<file path="config.mk">
export PLATFORM = sky130hd
export DESIGN_NAME = dual_rx_merger
export DESIGN_NICKNAME = d
export VERILOG_FILES = /design/src/rtl/dual_rx_pkg.sv /design/src/rtl/uart_rx_core.sv /design/src/rtl/dual_rx_merger.sv
export SDC_FILE = /design/constraint.sdc
export NUM_CORES = 1
export LEC_CHECK = 0
export CAP_MARGIN = 20
export CORE_MARGIN = 3
export CORE_UTILIZATION = 35
export DETAILED_ROUTE_END_ITERATION = 10
export PLACE_DENSITY = 0.53
export SYNTH_ARGS = -nofsm -noshare
export SYNTH_HDL_FRONTEND = slang
export SYNTH_SLANG_ARGS = --single-unit
</file>
<file path="constraint.sdc">
create_clock -name clk -period 3.7 [get_ports clk]
set_input_delay 0.37 -clock clk [delete_from_list [all_inputs] [get_ports clk]]
set_output_delay 0.37 -clock clk [all_outputs]
set_load 0.005 [all_outputs]
</file>
<file path="src/rtl/dual_rx_pkg.sv">
// dual_rx_pkg: shared state encodings, channel ids and defaults for the dual UART receive merger
package dual_rx_pkg;
   localparam int DEF_CLKS_PER_BIT = 434;
   localparam logic [7:0] DEF_HDR_CH1 = 8'hA1;
   localparam logic [7:0] DEF_HDR_CH2 = 8'hA2;
   typedef enum logic {CH1 = 1'b0, CH2 = 1'b1} ch_t;
   typedef enum logic [1:0] {RX_IDLE, RX_START, RX_DATA, RX_STOP} rx_state_t;
   typedef enum logic [2:0] {
      TX_IDLE, TX_HDR_START, TX_HDR_DATA, TX_HDR_STOP, TX_D_START, TX_D_DATA, TX_D_STOP
   } tx_state_t;
endpackage

</file>
<file path="src/rtl/uart_rx_core.sv">
// uart_rx_core: 8N1 receiver with a 2-flop synchronizer; pulses byte_valid for one cycle per well-framed byte
module uart_rx_core
   import dual_rx_pkg::*;
#(
   parameter int CLKS_PER_BIT = DEF_CLKS_PER_BIT
) (
   input  logic       clk,
   input  logic       rst,
   input  logic       rx,
   output logic [7:0] data,
   output logic       byte_valid
);
   localparam int CW = $clog2(CLKS_PER_BIT);
   localparam logic [CW-1:0] HALF = CW'(CLKS_PER_BIT / 2 - 1);
   localparam logic [CW-1:0] FULL = CW'(CLKS_PER_BIT - 1);
   logic [1:0] sync;
   logic s, prev;
   rx_state_t st;
   logic [CW-1:0] cnt, lim;
   logic [2:0] idx;
   assign s = sync[1];
   assign lim = st == RX_START ? HALF : FULL;
   // prev resets low so a line held low through reset must rise before a start edge counts
   always_ff @(posedge clk or posedge rst)
      if (rst) begin
         sync <= '0;
         prev <= 1'b0;
         st <= RX_IDLE;
         cnt <= '0;
         idx <= '0;
         data <= '0;
         byte_valid <= 1'b0;
      end else begin
         sync <= {sync[0], rx};
         prev <= s;
         byte_valid <= 1'b0;
         cnt <= (st == RX_IDLE || cnt == lim) ? '0 : cnt + 1'b1;
         case (st)
            RX_IDLE: if (prev && !s) st <= RX_START;
            RX_START: if (cnt == HALF) st <= s ? RX_IDLE : RX_DATA;
            RX_DATA:
               if (cnt == FULL) begin
                  data <= {s, data[7:1]};
                  idx <= idx + 1'b1;
                  if (idx == 3'd7) st <= RX_STOP;
               end
            default:
               if (cnt == FULL) begin
                  byte_valid <= s;
                  st <= RX_IDLE;
               end
         endcase
      end
endmodule

</file>
<file path="src/rtl/dual_rx_merger.sv">
// dual_rx_merger: merges two UART receivers into one UART stream, each byte framed as header + data
module dual_rx_merger
   import dual_rx_pkg::*;
#(
   parameter int         CLKS_PER_BIT = DEF_CLKS_PER_BIT,
   parameter int         FIFO_DEPTH   = 4,
   parameter logic [7:0] HDR_CH1      = DEF_HDR_CH1,
   parameter logic [7:0] HDR_CH2      = DEF_HDR_CH2
) (
   input  logic clk,
   input  logic rst,
   input  logic rx1,
   input  logic rx2,
   output logic tx,
   output logic led_ch1,
   output logic led_ch2,
   output logic overrun1,
   output logic overrun2
);
   localparam int AW = $clog2(FIFO_DEPTH);
   localparam int FW = AW + 1;
   localparam int CW = $clog2(CLKS_PER_BIT);
   logic [7:0] rx_byte [2];
   logic [1:0] rx_valid, push, pop, ne, led, ovr;
   logic [7:0] mem [2][FIFO_DEPTH];
   logic [AW-1:0] wp [2];
   logic [AW-1:0] rp [2];
   logic [FW-1:0] cnt [2];
   ch_t rr_last, sel;
   logic si, tick, free, grant, tx_bit;
   tx_state_t st;
   logic [CW-1:0] bcnt;
   logic [2:0] idx;
   logic [7:0] sh, dreg;

   uart_rx_core #(.CLKS_PER_BIT(CLKS_PER_BIT)) u_rx1 (
      .clk(clk), .rst(rst), .rx(rx1), .data(rx_byte[0]), .byte_valid(rx_valid[0])
   );
   uart_rx_core #(.CLKS_PER_BIT(CLKS_PER_BIT)) u_rx2 (
      .clk(clk), .rst(rst), .rx(rx2), .data(rx_byte[1]), .byte_valid(rx_valid[1])
   );

   assign ne = {cnt[1] != '0, cnt[0] != '0};
   assign tick = bcnt == CW'(CLKS_PER_BIT - 1);
   // granting on the last D_STOP cycle lets frames run back-to-back
   assign free = st == TX_IDLE || (st == TX_D_STOP && tick);
   assign grant = free && |ne;
   assign sel = &ne ? (rr_last == CH1 ? CH2 : CH1) : (ne[1] ? CH2 : CH1);
   assign si = sel == CH2;
   assign pop = grant ? (si ? 2'b10 : 2'b01) : 2'b00;
   assign tx_bit = (st == TX_HDR_START || st == TX_D_START) ? 1'b0 :
                   (st == TX_HDR_DATA || st == TX_D_DATA) ? sh[0] : 1'b1;
   assign led_ch1 = led[0];
   assign led_ch2 = led[1];
   assign overrun1 = ovr[0];
   assign overrun2 = ovr[1];

   always_comb
      for (int i = 0; i < 2; i++)
         push[i] = rx_valid[i] && (cnt[i] != FW'(FIFO_DEPTH) || pop[i]);

   always_ff @(posedge clk)
      for (int i = 0; i < 2; i++)
         if (push[i]) mem[i][wp[i]] <= rx_byte[i];

   always_ff @(posedge clk or posedge rst)
      if (rst) begin
         for (int i = 0; i < 2; i++) begin
            wp[i] <= '0;
            rp[i] <= '0;
            cnt[i] <= '0;
         end
         ovr <= '0;
         led <= '0;
      end else
         for (int i = 0; i < 2; i++) begin
            if (push[i]) wp[i] <= wp[i] + 1'b1;
            if (pop[i]) rp[i] <= rp[i] + 1'b1;
            cnt[i] <= cnt[i] + FW'(push[i]) - FW'(pop[i]);
            if (rx_valid[i] && !push[i]) ovr[i] <= 1'b1;
            if (pop[i]) led[i] <= !led[i];
         end

   // tx is the registered image of the state, so every bit is shifted one cycle but keeps its width
   always_ff @(posedge clk or posedge rst)
      if (rst) begin
         st <= TX_IDLE;
         bcnt <= '0;
         idx <= '0;
         sh <= '0;
         dreg <= '0;
         rr_last <= CH2;
         tx <= 1'b1;
      end else begin
         tx <= tx_bit;
         bcnt <= (grant || tick || st == TX_IDLE) ? '0 : bcnt + 1'b1;
         if (grant) begin
            st <= TX_HDR_START;
            sh <= si ? HDR_CH2 : HDR_CH1;
            dreg <= mem[si][rp[si]];
            rr_last <= sel;
         end else if (tick)
            case (st)
               TX_HDR_START: st <= TX_HDR_DATA;
               TX_HDR_DATA: begin
                  sh <= sh >> 1;
                  idx <= idx + 1'b1;
                  if (idx == 3'd7) st <= TX_HDR_STOP;
               end
               TX_HDR_STOP: begin
                  st <= TX_D_START;
                  sh <= dreg;
               end
               TX_D_START: st <= TX_D_DATA;
               TX_D_DATA: begin
                  sh <= sh >> 1;
                  idx <= idx + 1'b1;
                  if (idx == 3'd7) st <= TX_D_STOP;
               end
               default: st <= TX_IDLE;
            endcase
      end
endmodule

</file>
Yosys cells after proc, flatten, opt, wreduce, memory -nomap -nowiden
Memories as Yosys holds them, arrays and structs flattened.
Cells that the tools add are included.
Word-level totals
  register bits after elaboration: 103
  RAM bits: 64
  bits of input ports: 4
  output and inout bits: 5
  word-level logic and storage cells: 188
  memories: 1
Memory list
  mem: words 2, width 32, read ports 1, clocked after Yosys merged registers in 0, wr ports 2, RTL line dual_rx_merger.sv:25  | logic [7:0] mem [2][FIFO_DEPTH];
Operators by class
  add/subtract/negate cells: 14
  order comparisons: 6
  equality and inequality tests: 32
  muxes and demuxes: 53
  bitwise logic cells: 5
  reduce and logical (&&, ||, !) cells: 46
Operators by type and width (number)
  $mux W32: 2
  $mux W8: 6
  $mux W9: 5
  $mux W2: 18
  $demux W8 S2: 2
  $add A9 B1 Y9 const B: 3
  $eq A9 B9 Y1 const B: 3
  $eq A3 B3 Y1 const B: 6
  $eq A9 B8 Y1 const B: 2
  $eq A9 B9 Y1: 2
  $bmux W8 S2: 1
  $pmux W8 S2: 1
  $pmux W3 S5: 1
  $reduce_bool A3 Y1: 5
  $mux W3: 4
  $pmux W2 S3: 2
  $mux W1: 11
  $logic_and A1 B1 Y1: 10
  $reduce_and A5 Y1: 2
  $add A3 B1 Y3 const B: 3
  $ge A3 B3 Y1 const B: 3
  $logic_or A1 B1 Y1: 9
  $not A2 Y3: 3
  $add A2 B1 Y2 const B: 4
  22 further kinds: 48

Longest topological paths before layout
  depth after elaboration: 11
  gate-level depth with buffers: 15

Cells and area by module
A second synthesis with hierarchy kept.
Second synthesis, totals
  cell total of the unflattened synthesis: 573
  area, all modules: 7606.0 µm²
By module, submodules not included
  dual_rx_merger: instances 1, cells an instance 385, area each 5168.7 µm², seq. area each 3200.6 µm²
  uart_rx_core (u_rx1): instances 1, cells an instance 93, area each 1219.9 µm², seq. area each 650.6 µm²
  uart_rx_core (u_rx2): instances 1, cells an instance 95, area each 1217.4 µm², seq. area each 650.6 µm²

Worst setup path before layout
Ideal clock, no wire load.
  path kind: reg2reg
  from: reg bcnt[0]
  to: reg cnt[2] in the netlist's numbering
  setup time: 0.123 ns
  arrival time: 2.771 ns
  path slack: 0.806 ns
  stages on the path, launching flop included: 15
  period minus slack after synthesis: 2.894 ns
  cells stage by stage: dfrtp_1 -> ha_1 -> and4b_1 -> a41o_1 -> and2_1 -> clkbuf_1 -> buf_2 -> nand2_1 -> inv_1 -> ha_1 -> inv_1 -> ha_1 -> fa_1 -> xnor2_1 -> xnor2_1
On the way
  word-level cells in the longest chain between the ends: 9
RTL lines
  start, declared: RTL line dual_rx_merger.sv:32  | logic [CW-1:0] bcnt;
  start signal, assigned: RTL line dual_rx_merger.sv:96  | bcnt <= (grant || tick || st == TX_IDLE) ? '0 : bcnt + 1'b1;
  $eq A9 B9 Y1 (*): RTL line dual_rx_merger.sv:44  | assign tick = bcnt == CW'(CLKS_PER_BIT - 1);
  $logic_and A1 B1 Y1 (*): RTL line dual_rx_merger.sv:46  | assign free = st == TX_IDLE || (st == TX_D_STOP && tick);
  $logic_or A1 B1 Y1 (*): RTL line dual_rx_merger.sv:46
  $logic_and A1 B1 Y1 (*): RTL line dual_rx_merger.sv:47  | assign grant = free && |ne;
  $mux W2 (*): RTL line dual_rx_merger.sv:50  | assign pop = grant ? (si ? 2'b10 : 2'b01) : 2'b00;
  net pop[1]: RTL line dual_rx_merger.sv:24  | logic [1:0] rx_valid, push, pop, ne, led, ovr;
  $logic_or A1 B1 Y1: RTL line dual_rx_merger.sv:60  | push[i] = rx_valid[i] && (cnt[i] != FW'(FIFO_DEPTH) || pop[i]);
  $logic_and A1 B1 Y1: RTL line dual_rx_merger.sv:60
  $add A3 B1 Y3: RTL line dual_rx_merger.sv:79  | cnt[i] <= cnt[i] + FW'(push[i]) - FW'(pop[i]);
  $sub A3 B1 Y3 (*): RTL line dual_rx_merger.sv:79
  end signal, assigned by index: RTL line dual_rx_merger.sv:79
  end, declared: RTL line dual_rx_merger.sv:28  | logic [FW-1:0] cnt [2];
Mark *: on every way through the listed nets, which the timed path passes. The rest lies on a longest branch.
A chain may end at the register's enable or synchronous reset.

Final worst setup path
  from: reg bcnt[1]
  to: reg cnt[5] in the netlist's numbering
On the way
  word-level cells in the longest chain between the ends: 9
RTL lines (RTL line)
  $eq A9 B9 Y1: dual_rx_merger.sv:44
  $logic_and A1 B1 Y1: dual_rx_merger.sv:46
  $logic_or A1 B1 Y1: dual_rx_merger.sv:46
  $logic_and A1 B1 Y1: dual_rx_merger.sv:47
  $mux W2: dual_rx_merger.sv:50
  $logic_or A1 B1 Y1: dual_rx_merger.sv:60
  $logic_and A1 B1 Y1: dual_rx_merger.sv:60
  net push[0]: dual_rx_merger.sv:24
  $add A3 B1 Y3: dual_rx_merger.sv:79
  $sub A3 B1 Y3: dual_rx_merger.sv:79
The timed path passes the listed nets, and every way through them passes these cells.

==> impl_metrics.ini <==
[critical_path]
worstReg2RegEnd = cnt[5]
endpoint_kind = flip-flop
crit_fanout = 7
r2r_slack_ns = 0.82
reg2reg_depth = 11
cp_slowest_cell = dfrtp_1
worstReg2RegStart = bcnt[1]
crit_type = reg2reg
slowest_delay_ns = 0.42
cp-start-kind = flip-flop
critPathArrivalTime_ns = 3.23
cp.required_ns = 4.05
path_cells = inv_1, ha_1, and4b_1, a41o_1, and3_1, o21a_1, ha_1, inv_1, fa_1, xnor2_1, xnor2_1

[route]
vias_per_cell = 4.87
drtIter0Drc = 219
detail_route.wl_per_cell_um = 15.4
drt-total-wl_um = 13300
drcViolationCount = 0
drt_first_pass_iters = 4
num_vias = 4216
ant_nets = 0

[cells_and_area]
final_cells = 866
area_delta_synth_final_pct = 13.0
num-nets-final = 615
mostFrequentLayoutCells = dfrtp_1, edfxtp_1, nor2_1
num_antenna_cells = 0
final_common_cell = dfrtp_1
fin_area_um2 = 8310
drive_above_1_share = 0.138

[global_route]
grt_max_degree = 55
grt_pass1_wl_um = 22400
grt_pass1_vias = 4285
antenna_found_initial = 0
grt.overflow.total = 0
grtUsageTotal = 0.128

[power]
irDropWorstVdd_mv = 0.302
leakage_uw = 0.00334
p_total_uw = 4090
cellPowerDensity_nw_per_um2 = 493

[place]
post_dp_cell_area_um2 = 7720
dp_hpwl_um = 9230
portBuffers = 8
place_ws_ns = 0.815
dp.cells = 834
finalWeightedCongestion = 0.760

[die]
initial_core_util = 0.360
die_w_um = 151
die_area_um2 = 22800
core_um2 = 20400
die_h_um = 151
num_rows = 52
io_pins = 9

[timing]
rsz0062_at_grt = false
clock_skew_ns = 0.00779
fin_tns_setup_ns = 0
max_freq_mhz = 347
min_period_ns = 2.88
period_share = 0.780
slew_violations = 0
hold_viol_final = 0
setup-violations-final = 0
tightest_slew_ns = 0.889
setup_ws_ns = 0.816
slew_headroom = 0.404

[worst_hold_path]
min_to = u_rx1.sync[1]
min_path_type = reg2reg
hold_start = u_rx1.sync[0]
holdPathStages = 0

[synth]
avgSynthCellArea_um2 = 12.9
async_flop_share = 0.617
synthDominantCellAreaShare = 0.344
synth-main-ff-cell = dfrtp_1
yosysTopAreaCell = dfrtp_1
synth_edf_count = 64
yosys_warnings = 0
syn-num-nets = 603
ys_seq_area_frac = 0.612
ys_ff_latch = 167
synth_area_leaders = dfrtp_1, edfxtp_1, mux2_2, ha_1, mux2i_1
synth.distinct_cells = 55
postSynthCellCount = 571
netlist_area_um2 = 7360

[clocking]
cts_tree = built
clkTransAtPathRegs_ns = 0.07
cts_sinks = 167
ctsHoldBuffers = 0
htree_levels = 4
clk-insertion-delay-late_ns = 0.43
cts_setup_buffers = 0
cts_buffer_depth = 2
cts-resized-gates = 0
cts_buffers = 17
clockRootBuffer = clkbuf_16

[run_status]
outcome = completed

[job]
drv_cap = 0
layout make-up:
| cell class | count | area, um^2 |
|---|---|---|
| Fill cell | 1925 | 12100 |
| Clock inverter | 14 | 153 |
| Multi-Input combinational cell | 353 | 2640 |
| Inverter | 30 | 115 |
| Clock buffer | 18 | 439 |
| Tap cell | 270 | 338 |
| Timing Repair Buffer | 14 | 125 |
| Sequential cell | 167 | 4500 |
cell usage after synthesis (13+ instances only):
library cell / instances
clkbuf_1: 13
mux2i_1: 20
nor2_1: 50
and2_1: 15
ha_1: 26
edfxtp_1: 64
nand2_1: 34
mux2_2: 36
inv_1: 30
nand3_1: 15
xnor2_1: 22
dfrtp_1: 101
xor2_1: 15
worst max-delay path, delay by kind of cell (launching register included):
kind                       cells  cell delay [ns]
adders and majority gates      3             0.70
and+or+nand+nor                2             0.65
AOI/OAI and AO/OA              2             0.59
DFF                            1             0.42
xor gates and xnor gates       2             0.32
buffers and inverters          2             0.13
power breakdown:
part | internal, uW | switching (uW)
Combinational | 104 | 122
Sequential | 1990 | 109
Clock | 978 | 792
Total | 3070 | 1020
how the worst max path moves through the flow:
stage | to | start | slack [ns]
2_1_floorplan | bcnt[0] | rst | 0.63
3_3_place_gp | cnt[5] | bcnt[1] | 0.96
3_5_place_dp | cnt[5] | bcnt[1] | 0.81
4_1_cts | cnt[5] | bcnt[1] | 0.79
5_1_grt | cnt[5] | bcnt[1] | 0.58
6_report | cnt[5] | bcnt[1] | 0.82
sequential cells by signal (all words and copies together) (netlist names), 4 cells and up:
| name | cells |
|---|---|
| cnt | 6 |
| u_rx2.cnt | 9 |
| bcnt | 9 |
| rp | 4 |
| u_rx1.cnt | 9 |
| u_rx2.data | 8 |
| u_rx1.data | 8 |
| sh | 8 |
| dreg | 8 |
| wp | 4 |
| mem | 64 |
per-layer routing:
metal  share of wire  wire length [um]  up-vias  global-route usage
li1                -                 -     2051                   -
met2            0.49              6500       42               0.207
met5               0                 0        -                   0
met4           0.016               208        0              0.0490
met1            0.47              6290     2110               0.168
met3           0.024               316       13              0.0308
metrics by stage:
stage                util  hold slack (ns)
global route        0.407            0.367
CTS                 0.407            0.354
global placement    0.378            0.335
finish              0.407            0.356
floorplan               -            0.331
detailed placement  0.378            0.343
cells by family (layout without fill, tap and decap cells):
kind of cell | after synthesis | after routing | synth area share
AND/OR/NAND/NOR | 156 | 156 | 0.105
buffers and inverters | 51 | 76 | 0.0294
adder cells (fa/ha/maj) | 28 | 28 | 0.0497
XOR/XNOR | 37 | 37 | 0.0441
multiplexers | 59 | 59 | 0.0895
flip-flops | 167 | 167 | 0.612
AO/OA/AOI/OAI | 73 | 73 | 0.0708
No activity file was read; power rests on OpenSTA's default activity.
